===== config.mk =====
export PLATFORM = sky130hd
export DESIGN_NAME = automat_impartitor_secvential_flat
export DESIGN_NICKNAME = d
export VERILOG_FILES = /design/src/rtl/automat_impartitor_secvential_if.sv /design/src/rtl/automat_impartitor_secvential.sv /design/src/flat_wrapper.sv
export SDC_FILE = /design/constraint.sdc
export NUM_CORES = 1
export LEC_CHECK = 0
export CAP_MARGIN = 20
export CORE_MARGIN = 2
export CORE_UTILIZATION = 45
export DETAILED_ROUTE_END_ITERATION = 8
export GPL_ROUTABILITY_DRIVEN = 0
export PLACE_DENSITY = 0.68
export SLEW_MARGIN = 20
export SYNTH_ARGS = -nofsm -noshare
export SYNTH_HDL_FRONTEND = slang
export SYNTH_SLANG_ARGS = --single-unit

===== constraint.sdc =====
create_clock -name clk -period 4.65 [get_ports clk]
set_input_delay 0.93 -clock clk [delete_from_list [all_inputs] [get_ports clk]]
set_output_delay 0.93 -clock clk [all_outputs]
set_load 0.05 [all_outputs]

===== src/rtl/automat_impartitor_secvential_if.sv =====
// Command/operand/result bundle of the sequential divider.
// The controller drives commands and operands; the divider returns status and result.
interface automat_impartitor_secvential_if #(
    parameter int Width = 8
);
    logic               write;
    logic               divide;
    logic               display;
    logic [Width-1:0]   a;
    logic [Width-1:0]   b;
    logic               busy;
    logic               done;
    logic               div_by_zero;
    logic [2*Width-1:0] out;

    modport master (
        output write, divide, display, a, b,
        input  busy, done, div_by_zero, out
    );

    modport slave (
        input  write, divide, display, a, b,
        output busy, done, div_by_zero, out
    );
endinterface


===== src/rtl/automat_impartitor_secvential.sv =====
// Command-driven restoring divider: {remainder, quotient} of A_reg / B_reg,
// one quotient bit per clock, with a zero-divisor shortcut straight to FIN.
//
// state | meaning
// IDLE  | sample write > divide > display
// LOAD  | latch a/b into A_reg/B_reg
// INIT  | clear partial remainder, load shifter with dividend, arm counter
// DIV   | one restoring-division step per clock, Width steps
// FIN   | commit quotient/remainder (or zero-divide result), pulse done
// DISP  | publish {R_reg, Q_reg} on out
module automat_impartitor_secvential #(
    parameter int Width = 8
) (
    input  logic clk,
    input  logic rst,
    automat_impartitor_secvential_if.slave bus
);
    localparam logic [2:0] ST_IDLE = 3'd0;
    localparam logic [2:0] ST_LOAD = 3'd1;
    localparam logic [2:0] ST_INIT = 3'd2;
    localparam logic [2:0] ST_DIV  = 3'd3;
    localparam logic [2:0] ST_FIN  = 3'd4;
    localparam logic [2:0] ST_DISP = 3'd5;

    localparam int CntW = $clog2(Width + 1);

    logic [2:0]         state_q, state_d;
    logic [Width-1:0]   a_reg_q, a_reg_d;
    logic [Width-1:0]   b_reg_q, b_reg_d;
    logic [Width-1:0]   q_reg_q, q_reg_d;
    logic [Width-1:0]   r_reg_q, r_reg_d;
    logic [Width:0]     rem_q, rem_d;
    logic [Width-1:0]   qsh_q, qsh_d;
    logic [CntW-1:0]    cnt_q, cnt_d;
    logic               dz_path_q, dz_path_d;
    logic               done_q, done_d;
    logic               dz_q, dz_d;
    logic [2*Width-1:0] out_q, out_d;

    logic [Width:0]     rem_shift;
    logic [Width:0]     divisor_ext;

    assign rem_shift   = {rem_q[Width-1:0], qsh_q[Width-1]};
    assign divisor_ext = {1'b0, b_reg_q};

    always_comb begin
        state_d   = state_q;
        a_reg_d   = a_reg_q;
        b_reg_d   = b_reg_q;
        q_reg_d   = q_reg_q;
        r_reg_d   = r_reg_q;
        rem_d     = rem_q;
        qsh_d     = qsh_q;
        cnt_d     = cnt_q;
        dz_path_d = dz_path_q;
        done_d    = 1'b0;
        dz_d      = dz_q;
        out_d     = out_q;

        case (state_q)
            ST_IDLE: begin
                if (bus.write) begin
                    state_d = ST_LOAD;
                end else if (bus.divide) begin
                    if (b_reg_q != '0) begin
                        state_d = ST_INIT;
                    end else begin
                        state_d   = ST_FIN;
                        dz_path_d = 1'b1;
                    end
                end else if (bus.display) begin
                    state_d = ST_DISP;
                end
            end
            ST_LOAD: begin
                a_reg_d = bus.a;
                b_reg_d = bus.b;
                state_d = ST_IDLE;
            end
            ST_INIT: begin
                rem_d     = '0;
                qsh_d     = a_reg_q;
                cnt_d     = CntW'(Width);
                dz_path_d = 1'b0;
                state_d   = ST_DIV;
            end
            ST_DIV: begin
                // Restore by simply keeping the shifted remainder when the trial goes negative
                if (rem_shift >= divisor_ext) begin
                    rem_d = rem_shift - divisor_ext;
                    qsh_d = {qsh_q[Width-2:0], 1'b1};
                end else begin
                    rem_d = rem_shift;
                    qsh_d = {qsh_q[Width-2:0], 1'b0};
                end
                cnt_d = cnt_q - CntW'(1);
                if (cnt_q == CntW'(1)) begin
                    state_d = ST_FIN;
                end
            end
            ST_FIN: begin
                if (dz_path_q) begin
                    q_reg_d = '1;
                    r_reg_d = a_reg_q;
                    dz_d    = 1'b1;
                end else begin
                    q_reg_d = qsh_q;
                    r_reg_d = rem_q[Width-1:0];
                    dz_d    = 1'b0;
                end
                done_d    = 1'b1;
                dz_path_d = 1'b0;
                state_d   = ST_IDLE;
            end
            ST_DISP: begin
                out_d   = {r_reg_q, q_reg_q};
                state_d = ST_IDLE;
            end
            default: begin
                state_d = ST_IDLE;
            end
        endcase
    end

    always_ff @(posedge clk) begin
        if (rst) begin
            state_q   <= ST_IDLE;
            a_reg_q   <= '0;
            b_reg_q   <= '0;
            q_reg_q   <= '0;
            r_reg_q   <= '0;
            rem_q     <= '0;
            qsh_q     <= '0;
            cnt_q     <= '0;
            dz_path_q <= 1'b0;
            done_q    <= 1'b0;
            dz_q      <= 1'b0;
            out_q     <= '0;
        end else begin
            state_q   <= state_d;
            a_reg_q   <= a_reg_d;
            b_reg_q   <= b_reg_d;
            q_reg_q   <= q_reg_d;
            r_reg_q   <= r_reg_d;
            rem_q     <= rem_d;
            qsh_q     <= qsh_d;
            cnt_q     <= cnt_d;
            dz_path_q <= dz_path_d;
            done_q    <= done_d;
            dz_q      <= dz_d;
            out_q     <= out_d;
        end
    end

    assign bus.busy        = (state_q != ST_IDLE);
    assign bus.done        = done_q;
    assign bus.div_by_zero = dz_q;
    assign bus.out         = out_q;
endmodule


===== src/flat_wrapper.sv =====
// flat-port wrapper written by rule: the top's interface ports become plain ports
module automat_impartitor_secvential_flat 
#(
    parameter int Width = 8
)
  (clk, rst, bus_write, bus_divide, bus_display, bus_a, bus_b, bus_busy, bus_done, bus_div_by_zero, bus_out);
  automat_impartitor_secvential_if #(.Width(Width)) bus_i ();
  input  logic clk;
  input  logic rst;
  input wire logic [$bits(bus_i.write)-1:0] bus_write;
  input wire logic [$bits(bus_i.divide)-1:0] bus_divide;
  input wire logic [$bits(bus_i.display)-1:0] bus_display;
  input wire logic [$bits(bus_i.a)-1:0] bus_a;
  input wire logic [$bits(bus_i.b)-1:0] bus_b;
  output wire logic [$bits(bus_i.busy)-1:0] bus_busy;
  output wire logic [$bits(bus_i.done)-1:0] bus_done;
  output wire logic [$bits(bus_i.div_by_zero)-1:0] bus_div_by_zero;
  output wire logic [$bits(bus_i.out)-1:0] bus_out;
  assign bus_i.write = bus_write;
  assign bus_i.divide = bus_divide;
  assign bus_i.display = bus_display;
  assign bus_i.a = bus_a;
  assign bus_i.b = bus_b;
  assign bus_busy = bus_i.busy;
  assign bus_done = bus_i.done;
  assign bus_div_by_zero = bus_i.div_by_zero;
  assign bus_out = bus_i.out;
  automat_impartitor_secvential #(.Width(Width)) u_core (.clk(clk), .rst(rst), .bus(bus_i));
endmodule

Word level (Yosys, flattened, before mapping)
Cells that the tools add are included.
{ "word_totals": {"ff_bits": 74, "out_inout_bits": 19} }
{ "op_classes": {"n_addsub": 2, "magnitude_cmp": 1, "n_eq_ne": 11, "mux": 19, "n_reduce_logical": 8} }
{ "op_table": {"columns": ["operator", "n"], "rows": [
  ["8-bit case mux with 2 select lines", 2],
  ["8-bit 2-to-1 mux", 3],
  ["3-bit 2-to-1 mux", 5],
  ["9-bit by 8-bit greater-or-equal comparator with 1-bit output", 1],
  ["3-bit case mux with 3 select lines", 1],
  ["4-bit case mux with 2 select lines", 1],
  ["8-bit nonzero test", 1],
  ["8-bit subtractor", 1],
  ["3-bit by 2-bit equality test with 1-bit output (second input constant)", 2],
  ["3-bit equality test (second input constant)", 2],
  ["1-bit 2-to-1 mux", 6],
  ["2-bit inequality test (second input constant)", 3],
  ["4-bit by 1-bit equality test with 1-bit output (second input constant)", 1],
  ["4-bit inequality test (second input constant)", 1],
  ["4-bit AND reduction", 1],
  ["2-bit nonzero test", 2],
  ["4-bit by 1-bit subtractor with 4-bit output (second input constant)", 1],
  ["3-bit by 1-bit equality test with 1-bit output (second input constant)", 1],
  ["3-bit logical NOT", 1],
  ["3-bit nonzero test", 1],
  ["2-bit by 1-bit inequality test with 1-bit output (second input constant)", 1],
  ["1-bit case mux with 2 select lines", 1],
  ["2-bit AND reduction", 1],
  ["2-bit OR reduction", 1]
]} }

Longest topological paths before layout
Gate-level depths: netlist of the first run.
{ "logic_depth": {"word_depth": 5, "ltp_mapped": 8} }

Worst setup path before layout of the first run
Ideal clock, no wire load.
{ "synth_timing": {"path_kind": "reg-to-output", "start": "register u_core.state_q[1]", "end": "output bus_busy", "arrival_time_ns": 1.006, "required_time_ns": 3.720, "slack_ns": 2.714, "path_stages_with_launch": 3, "path_cell_list": "dfxtp_1 buf_4 or3_1"} }
{ "synth_between": {"elab_chain_cells": 1} }
{ "synth_lines": {"columns": ["element", "line", "source"], "rows": [
  ["from (decl)", "automat_impartitor_secvential.sv:27", "logic [2:0] state_q, state_d;"],
  ["from (signal assigned)", "automat_impartitor_secvential.sv:140", "state_q <= state_d;"],
  ["3-bit nonzero test", "automat_impartitor_secvential.sv:155", "assign bus.busy = (state_q != ST_IDLE);"],
  ["to (decl)", "flat_wrapper.sv:15", "output wire logic [$bits(bus_i.busy)-1:0] bus_busy;"]
]} }
No other way between the ends.

Worst setup path after layout of the first run
{ "layout_timing": {"start": "register u_core.state_q[0]", "end": "output bus_busy"} }
Same word-level chain as after synthesis.

==> impl_metrics.toml, run 1 <==
[global_routing]
grt_pass1_wl_mm = 12.28
grt_start_max_net_pins = 66
grtUsageTotal_pct = 18.03
grt.overflow.total = 0
antenna_found_initial = 0
grt_pass1_vias = 2561

[sta]
setup_viol = 0
report.final.slew_viol_count = 0
finalCriticalPeriod_ns = 3.292
rsz0062_at_grt = "false"
whs_ns = 0.4533
worst_slew_pin_slew_ns = 0.9128
period_share_pct = 70.79
hold_violations = 0
max_freq_ghz = 0.3038
finalClockSkew_ns = 0.006637
setup_tns_ns = 0
slew_headroom_pct = 39.06

[clock_network]
path_clk_slew_ns = 0.08
clock_latency_ns = 0.34
clockBufferDepth = 2
cts_root_buf = "clkbuf_8"
clock_sinks = 74
cts_hold_buf = 0
post_cts_buffers = 0
numCtsBuffers = 9
cts_htree_levels = 3
cts_resized = 0
cts_tree = "yes"

[hold_path]
hold_class = "flip-flop to flip-flop"

[floorplanning]
die_y_um = 91.52
dieArea_um2 = 8376
rows = 31
coreArea_um2 = 7331
num_io_pins = 40
start_util_pct = 47.02
die_w_um = 91.52

[worst_setup_path]
start_kind = "flip-flop"
cp_max_fo = 23
cp_data_required_time_ns = 3.72
cp-end-kind = "output pin"
crit_type = "flip-flop to output pin"
arrival_ns = 2.36

[synthesis]
ys_ff_latch = 74
synth_top_cells_by_count = "nand2_1 (81), dfxtp_1 (74), nor2_1 (49), a21oi_1 (42), a211oi_1 (27)"
synth.area.top_cells = "dfxtp_1 (43%), nand2_1 (8.8%), a21oi_1 (6.1%)"
netlist_area_um2 = 3447
synth_fa_ha_area_share_pct = 4.211
synth_area_leader_cell = "dfxtp_1"
synth_edf_count = 0
ys_seq_area_share_pct = 42.98
synth_compound_area_share_pct = 18.19
synth_xor_area_share_pct = 0.2541
syn-num-nets = 455
synth.most_common_cell = "nand2_1"
muxShareOfSynthArea_pct = 4.936
yosysUniqueCellTypes = 49
synthArstFlopShare_pct = 0
synth_cells = 423
yosysTopAreaCellShare_pct = 42.98
ys.flop_type = "dfxtp_1"
ys_warn_count = 0
synth_simple_gate_area_share_pct = 24.28
synth_top_family_by_area = "simple AND/OR/NAND/NOR gates"
synth_area_per_cell_um2 = 8.149

[finish]
fill_cells = 705
layout.nets = 480
num_antenna_cells = 0
fin_util_pct = 56.10
drive_gt1_share_pct = 6.181
syn2layout_area_growth_pct = 19.31

[place]
port-buffer-count = 39
hpwl_mm = 5.006

[routing]
totalWireLength_mm = 7.094
drc = 0
ant_nets = 0
vias = 2880
drtPass1Iterations = 4
avgViaCountPerCell = 5.217
wl_per_cell_um = 12.85
initialDrtViolationCount = 148

[power]
power.density_nw_per_um2 = 405.0
ir_drop_v = 0.0001746
finalPower_mw = 1.666
p_leak_nw = 1.372

[job]
cap_violations = 0

[outcome]
outcome = "finished, final reports clean"
layout make-up:
class	count	area [um2]	area share (%)
Timing Repair Buffer	42	407.9	9.918
Tap cell	99	123.9	3.012
Clock buffer	12	155.1	3.772
Multi-Input combinational cell	307	1794	43.63
Clock inverter	4	97.59	2.373
Inverter	14	52.55	1.278
Sequential cell	74	1481	36.02
through the flow:
stage	worst slack [ns]	area [um2]	cells
after detailed placement	1.743	3860	536
after CTS	1.345	4113	552
after global placement	1.751	3860	536
after floorplan	2.714	3447	423
final	1.358	4113	552
after global routing	1.195	4113	552
power by group:
part	switching, mW	internal, mW	leakage, nW
combinational	0.188	0.130	0.649
sequential	0.0521	0.677	0.600
clock	0.232	0.386	0.123
worst max-delay path: stages, from the launching register on:
cell,delay [ns]
dfxtp_1,0.92
or3_1,0.27
clkdlybuf4s50_1,0.82
per-layer routing:
| layer | global-route usage [%] | vias to the layer above | wire length [um] |
|---|---|---|---|
| met1 | 25.28 | 1267 | 3613 |
| met2 | 26.96 | 77 | 3003 |
| met4 | 7.449 | 0 | 142 |
| met3 | 3.568 | 10 | 335 |
| li1 | - | 1526 | - |
| met5 | 0 | - | 0 |
cells in the final DEF, fill, tap and decap left out, types with 9 or more instances in the layout:
master            n
inv_1            14
nor2_1           49
dfxtp_1          74
a21oi_1          42
nand2_1          81
clkbuf_8         11
nand3_1           9
a211oi_1         27
mux2i_1          17
ha_1             10
nand2b_1          9
clkdlybuf4s50_1  38
flip-flops by register name, indices dropped and copies added (netlist names):
name,cells
u_core.bus.out,16
u_core.b_reg_q,8
u_core.bus.div_by_zero,1
u_core.r_reg_q,8
u_core.cnt_q,4
u_core.q_reg_q,8
u_core.dz_path_q,1
u_core.rem_q,8
u_core.bus.done,1
u_core.state_q,3
u_core.qsh_q,8
u_core.a_reg_q,8
path summary, 6_finish.rpt:
| check | startpoint | end | slack [ns] | cells past startpoint |
|---|---|---|---|---|
| worst min-delay path | u_core.bus.out[5]$_SDFFE_PP0N_ | u_core.bus.out[5]$_SDFFE_PP0N_ | 0.45 | 2 |
| worst max-delay path | u_core.state_q[0]$_SDFFE_PP0P_ | bus_busy | 1.36 | 2 |
| worst min register to register | u_core.bus.out[5]$_SDFFE_PP0N_ | u_core.bus.out[5]$_SDFFE_PP0N_ | 0.45 | 2 |
| worst max register to register | u_core.b_reg_q[6]$_SDFFE_PP0N_ | u_core.rem_q[5]$_SDFFE_PP0P_ | 2.45 | 7 |
kinds of logic after synthesis:
group | count (synthesis)
AND/OR/NAND/NOR | 182
AO/OA/AOI/OAI | 96
flip-flops | 74
buffers and inverters | 42
multiplexers | 17
adder cells (fa/ha/maj) | 11
XOR/XNOR | 1
Note: power is estimated with default switching activity, not from simulation.
==> run 2: changes to the inputs <==
- clock period: 4.65 -> 3.33 ns (I/O delays scaled with it)
==> run 2 against run 1 <==
  * Hold slack got worse by 0.0036 ns
  * Cell area decreased by 0.79%
  * Sequential share of layout area increased by 0.29 points
  * Clock skew about the same
  * Register-to-register slack got worse by 1.3 ns
  * Utilization decreased by 0.44 points
  * Clock power increased by 16%
  * Global-route usage about the same
  * First-iteration DRC count increased by 8.8%
  * Critical path type unchanged
  * Combinational power increased by 45%
  * Largest cell class unchanged
==> impl_metrics.toml, run 2 (synthesized netlist as in run 1, its figures left out) <==
[worst_setup_path]
arrival_ns = 1.91
rr_worst_depth = 7
cp.buffers_inverters = 1
cp_max_fo = 11
crit_chain = "or3_1 -> clkdlybuf4s50_1"
crit_type = "flip-flop to output pin"
path_depth = 2
start_kind = "flip-flop"
r2r_end = "u_core.rem_q[2]$_SDFFE_PP0P_"
critPathTopFamily = "buffers and inverters"
r2r_slack_ns = 1.11
critPathLaunch = "u_core.state_q[2]$_SDFFE_PP0P_"
r2r-start = "u_core.b_reg_q[6]$_SDFFE_PP0N_"
critPathSlowestCell = "clkdlybuf4s50_1"
cp-end-kind = "output pin"
cp_data_required_time_ns = 2.66
critical_path.max_stage_delay_ns = 0.81

[routing]
drtPass1Iterations = 5
ant_nets = 0
wl_per_cell_um = 12.75
drc = 0
totalWireLength_mm = 7.048
avgViaCountPerCell = 5.203
initialDrtViolationCount = 161
vias = 2877

[clock_network]
cts_root_buf = "clkbuf_8"
cts_resized = 0
path_clk_slew_ns = 0.08
post_cts_buffers = 0
clockBufferDepth = 2
clock_latency_ns = 0.34
clock_sinks = 74
cts_hold_buf = 0
cts_tree = "yes"
cts_htree_levels = 3
numCtsBuffers = 9

[sta]
setup_tns_ns = 0
report.final.slew_viol_count = 0
slew_headroom_pct = 39.72
period_share_pct = 77.39
whs_ns = 0.4497
max_freq_ghz = 0.3880
rsz0062_at_grt = "false"
finalCriticalPeriod_ns = 2.577
setup_viol = 0
hold_violations = 0
worst_slew_pin_slew_ns = 0.9002
finalClockSkew_ns = 0.006455

[finish]
layout.nets = 481
largest_reg_flops = 16
syn2layout_area_growth_pct = 18.37
multi_input_area_um2 = 1794
fill_cells = 698
layout_commonest_cell = "nand2_1"
finalNonFillerCells = 553
fin_util_pct = 55.66
ff_latch_area_um2 = 1481
num_antenna_cells = 0
most-common-layout-cells = "nand2_1 (81), dfxtp_1 (74), nor2_1 (49), a21oi_1 (42), clkdlybuf4s50_1 (38)"
drive_gt1_share_pct = 6.608

[global_routing]
grt_start_max_net_pins = 65
grt.overflow.total = 0
antenna_found_initial = 0
grt_pass1_vias = 2578
grtUsageTotal_pct = 18.01
grt_pass1_wl_mm = 12.27

[hold_path]
hold_class = "flip-flop to flip-flop"
hold_start = "u_core.q_reg_q[5]$_SDFFE_PP0P_"
whs_endpoint = "u_core.bus.out[5]$_SDFFE_PP0N_"
min_path_cells = 2

[power]
power.density_nw_per_um2 = 535.2
p_leak_nw = 1.359
ir_drop_v = 0.0002928

[place]
dp.cells = 537
hpwl_mm = 5.094
port-buffer-count = 39

[outcome]
outcome = "finished, final reports clean"

[floorplanning]
dieArea_um2 = 8376
rows = 31
coreArea_um2 = 7331
start_util_pct = 47.02
num_io_pins = 40
die_w_um = 91.52
die_y_um = 91.52

[job]
cap_violations = 0
-- run 2: cell types whose count changed in the layout (fill, tap and decap cells not counted), sizes merged --
cell / delta
bufinv: -2
clkbuf: -2
buf: +1
clkinv: +3
inv: +1
-- run 2: report_power, final --
group          switching [mW]  total (mW)  leakage [nW]  internal [mW]
clock network           0.344       0.719         0.105          0.375
registers              0.0591        1.00         0.600          0.946
logic                   0.277       0.460         0.654          0.183
total                   0.680        2.18          1.36           1.50
-- run 2: per-layer routing --
layer | global-route usage, % | part of all wire, %
met1 | 25.99 | 51
met2 | 26.59 | 43
met3 | 3.983 | 4.7
met4 | 5.682 | 0.98
met5 | 0 | 0
-- run 2: metrics by stage --
step | total power, mW | cell area, um2 | setup WS, ns
2_1_floorplan | 1.373 | 3447 | 1.494
3_3_place_gp | 1.475 | 3867 | 1.140
3_5_place_dp | 1.485 | 3867 | 1.137
4_1_cts | 2.206 | 4080 | 0.7377
5_1_grt | 2.323 | 4080 | 0.6659
6_report | 2.184 | 4080 | 0.7530
-- run 2: worst max path at each step --
stage	endpoint	slack [ns]
after floorplan	u_core.rem_q[6]$_SDFFE_PP0P_	1.49
after global placement	bus_busy	1.14
after detailed placement	bus_busy	1.14
after CTS	bus_busy	0.74
after global routing	bus_busy	0.67
final	bus_busy	0.75
-- run 2: worst min-delay path, delay by kind of cell (launching register included) --
| kind | cells | cell delay [ns] |
|---|---|---|
| AO/OA/AOI/OAI | 1 | 0.05 |
| AND/OR/NAND/NOR | 1 | 0.05 |
| flip-flops | 1 | 0.31 |
-- run 2: final cells by class --
type / instances / share of cell area (%)
well taps: 99 / 3.036
clock inverters: 6 / 1.840
multi-input cells: 307 / 43.97
flip-flops and latches: 74 / 36.31
repair buffers: 43 / 10.18
clock buffers: 10 / 3.373
inverters: 14 / 1.288
==> run 3: changes to the inputs <==
- PLACE_DENSITY: 0.68 -> 0.71
- clock period: 3.33 -> 2.27 ns (I/O delays scaled with it)
==> run 3 against run 2 <==
  * Sequential power is 47% higher
  * Sequential share of layout area shrank 0.39 points
  * Total power up 47%
  * Register-to-register slack worse by 0.93 ns
  * Non-clock buffer count rose by 7
  * Utilization rose by 0.60 points
  * Largest power group unchanged
  * Cell area increased by 1.1%
  * Critical path depth grew 6
==> impl_metrics.toml, run 3 (synthesized netlist as in run 1, its figures left out) <==
[sta]
finalClockSkew_ns = 0.01155
finalCriticalPeriod_ns = 2.089
setup_tns_ns = 0
period_share_pct = 92.03
rsz0062_at_grt = "false"
hold_violations = 0
worst_slew_pin_slew_ns = 0.6143
layout_setup_ws_ns = 0.1810
max_freq_ghz = 0.4787
setup_viol = 0
report.final.slew_viol_count = 0
slew_headroom_pct = 58.92

[floorplanning]
rows = 31
die_y_um = 91.52
num_io_pins = 40
coreArea_um2 = 7331
die_w_um = 91.52
dieArea_um2 = 8376
start_util_pct = 47.02

[finish]
drive_gt1_share_pct = 8.026
fin_util_pct = 56.26
num_antenna_cells = 0
largest_reg_flops = 16
layout_commonest_cell = "nand2_1"
finalNonFillerCells = 560
layout.nets = 488
syn2layout_area_growth_pct = 19.64
fill_cells = 674
most-common-layout-cells = "nand2_1 (81), dfxtp_1 (74), nor2_1 (49), a21oi_1 (42), clkdlybuf4s50_1 (37)"

[worst_setup_path]
arrival_ns = 2.31
crit_type = "flip-flop to flip-flop"
cp_max_fo = 4
start_kind = "flip-flop"
cp_data_required_time_ns = 2.49
cp-end-kind = "flip-flop"

[outcome]
outcome = "finished, final reports clean"

[routing]
wl_per_cell_um = 13.16
ant_nets = 0
vias = 2991
drc = 0
avgViaCountPerCell = 5.341
totalWireLength_mm = 7.370
drtPass1Iterations = 4
initialDrtViolationCount = 112

[clock_network]
cts_hold_buf = 0
numCtsBuffers = 9
cts_root_buf = "clkbuf_8"
path_clk_slew_ns = 0.08
post_cts_buffers = 0
cts_tree = "yes"
clockBufferDepth = 2
cts_resized = 0
cts_htree_levels = 3
clock_latency_ns = 0.34
clock_sinks = 74

[place]
hpwl_mm = 5.337
dp.cells = 544
port-buffer-count = 39
dp_slack_ns = 0.2390

[global_routing]
grt_pass1_vias = 2766
grt.overflow.total = 0
grt_start_max_net_pins = 42
grtUsageTotal_pct = 18.63
grt_pass1_wl_mm = 12.76
antenna_found_initial = 0

[power]
power.density_nw_per_um2 = 777.3
ir_drop_v = 0.0004056
p_leak_nw = 1.384
finalPower_mw = 3.206

[job]
cap_violations = 0

[hold_path]
hold_class = "input port to flip-flop"
[run 3: area by class of cell]
cell class	instances	area (um2)	area share, %
tap	99	123.9	3.004
clock inverter	6	66.31	1.608
sequential	74	1481	35.92
multi-input combinational	307	1794	43.51
clock buffer	10	127.6	3.095
inverter	14	52.55	1.274
timing repair buffer	50	478.0	11.59
[run 3: path summary, 6_finish.rpt]
check,startpoint,end,slack [ns],cells after the start
setup / recovery,u_core.qsh_q[7]$_SDFFE_PP0P_,u_core.rem_q[6]$_SDFFE_PP0P_,0.18,8
hold / removal,rst,u_core.qsh_q[7]$_SDFFE_PP0P_,0.36,2
setup reg to reg,u_core.qsh_q[7]$_SDFFE_PP0P_,u_core.rem_q[6]$_SDFFE_PP0P_,0.18,8
hold reg to reg,u_core.r_reg_q[1]$_SDFFE_PP0P_,u_core.bus.out[9]$_SDFFE_PP0N_,0.45,2
[run 3: critical path: stages, from the launching register on]
cell	delay, ns
dfxtp_1	0.41
inv_1	0.07
ha_1	0.23
fa_1	0.41
nand4b_1	0.23
and3_1	0.21
a211oi_1	0.23
a211o_1	0.13
nand3_1	0.06
[run 3: report_power, final]
group	switching, mW	internal (mW)
clock	0.493	0.510
sequential	0.0829	1.39
combinational	0.433	0.300
total	1.01	2.20
[run 3: stage by stage]
stage	area (um2)	hold slack, ns
finish	4124	0.3574
global route	4124	0.3641
CTS	4124	0.3432
detailed placement	3930	0.4460
global placement	3930	0.4430
floorplan	3447	0.4323
[run 3: metal layers]
| metal | GRT usage [%] | routed length (um) | part of all wire, % |
|---|---|---|---|
| met5 | 0 | 0 | 0 |
| met3 | 3.071 | 293 | 4.0 |
| met2 | 27.88 | 3101 | 42 |
| met1 | 26.19 | 3757 | 51 |
| met4 | 8.460 | 218 | 3.0 |
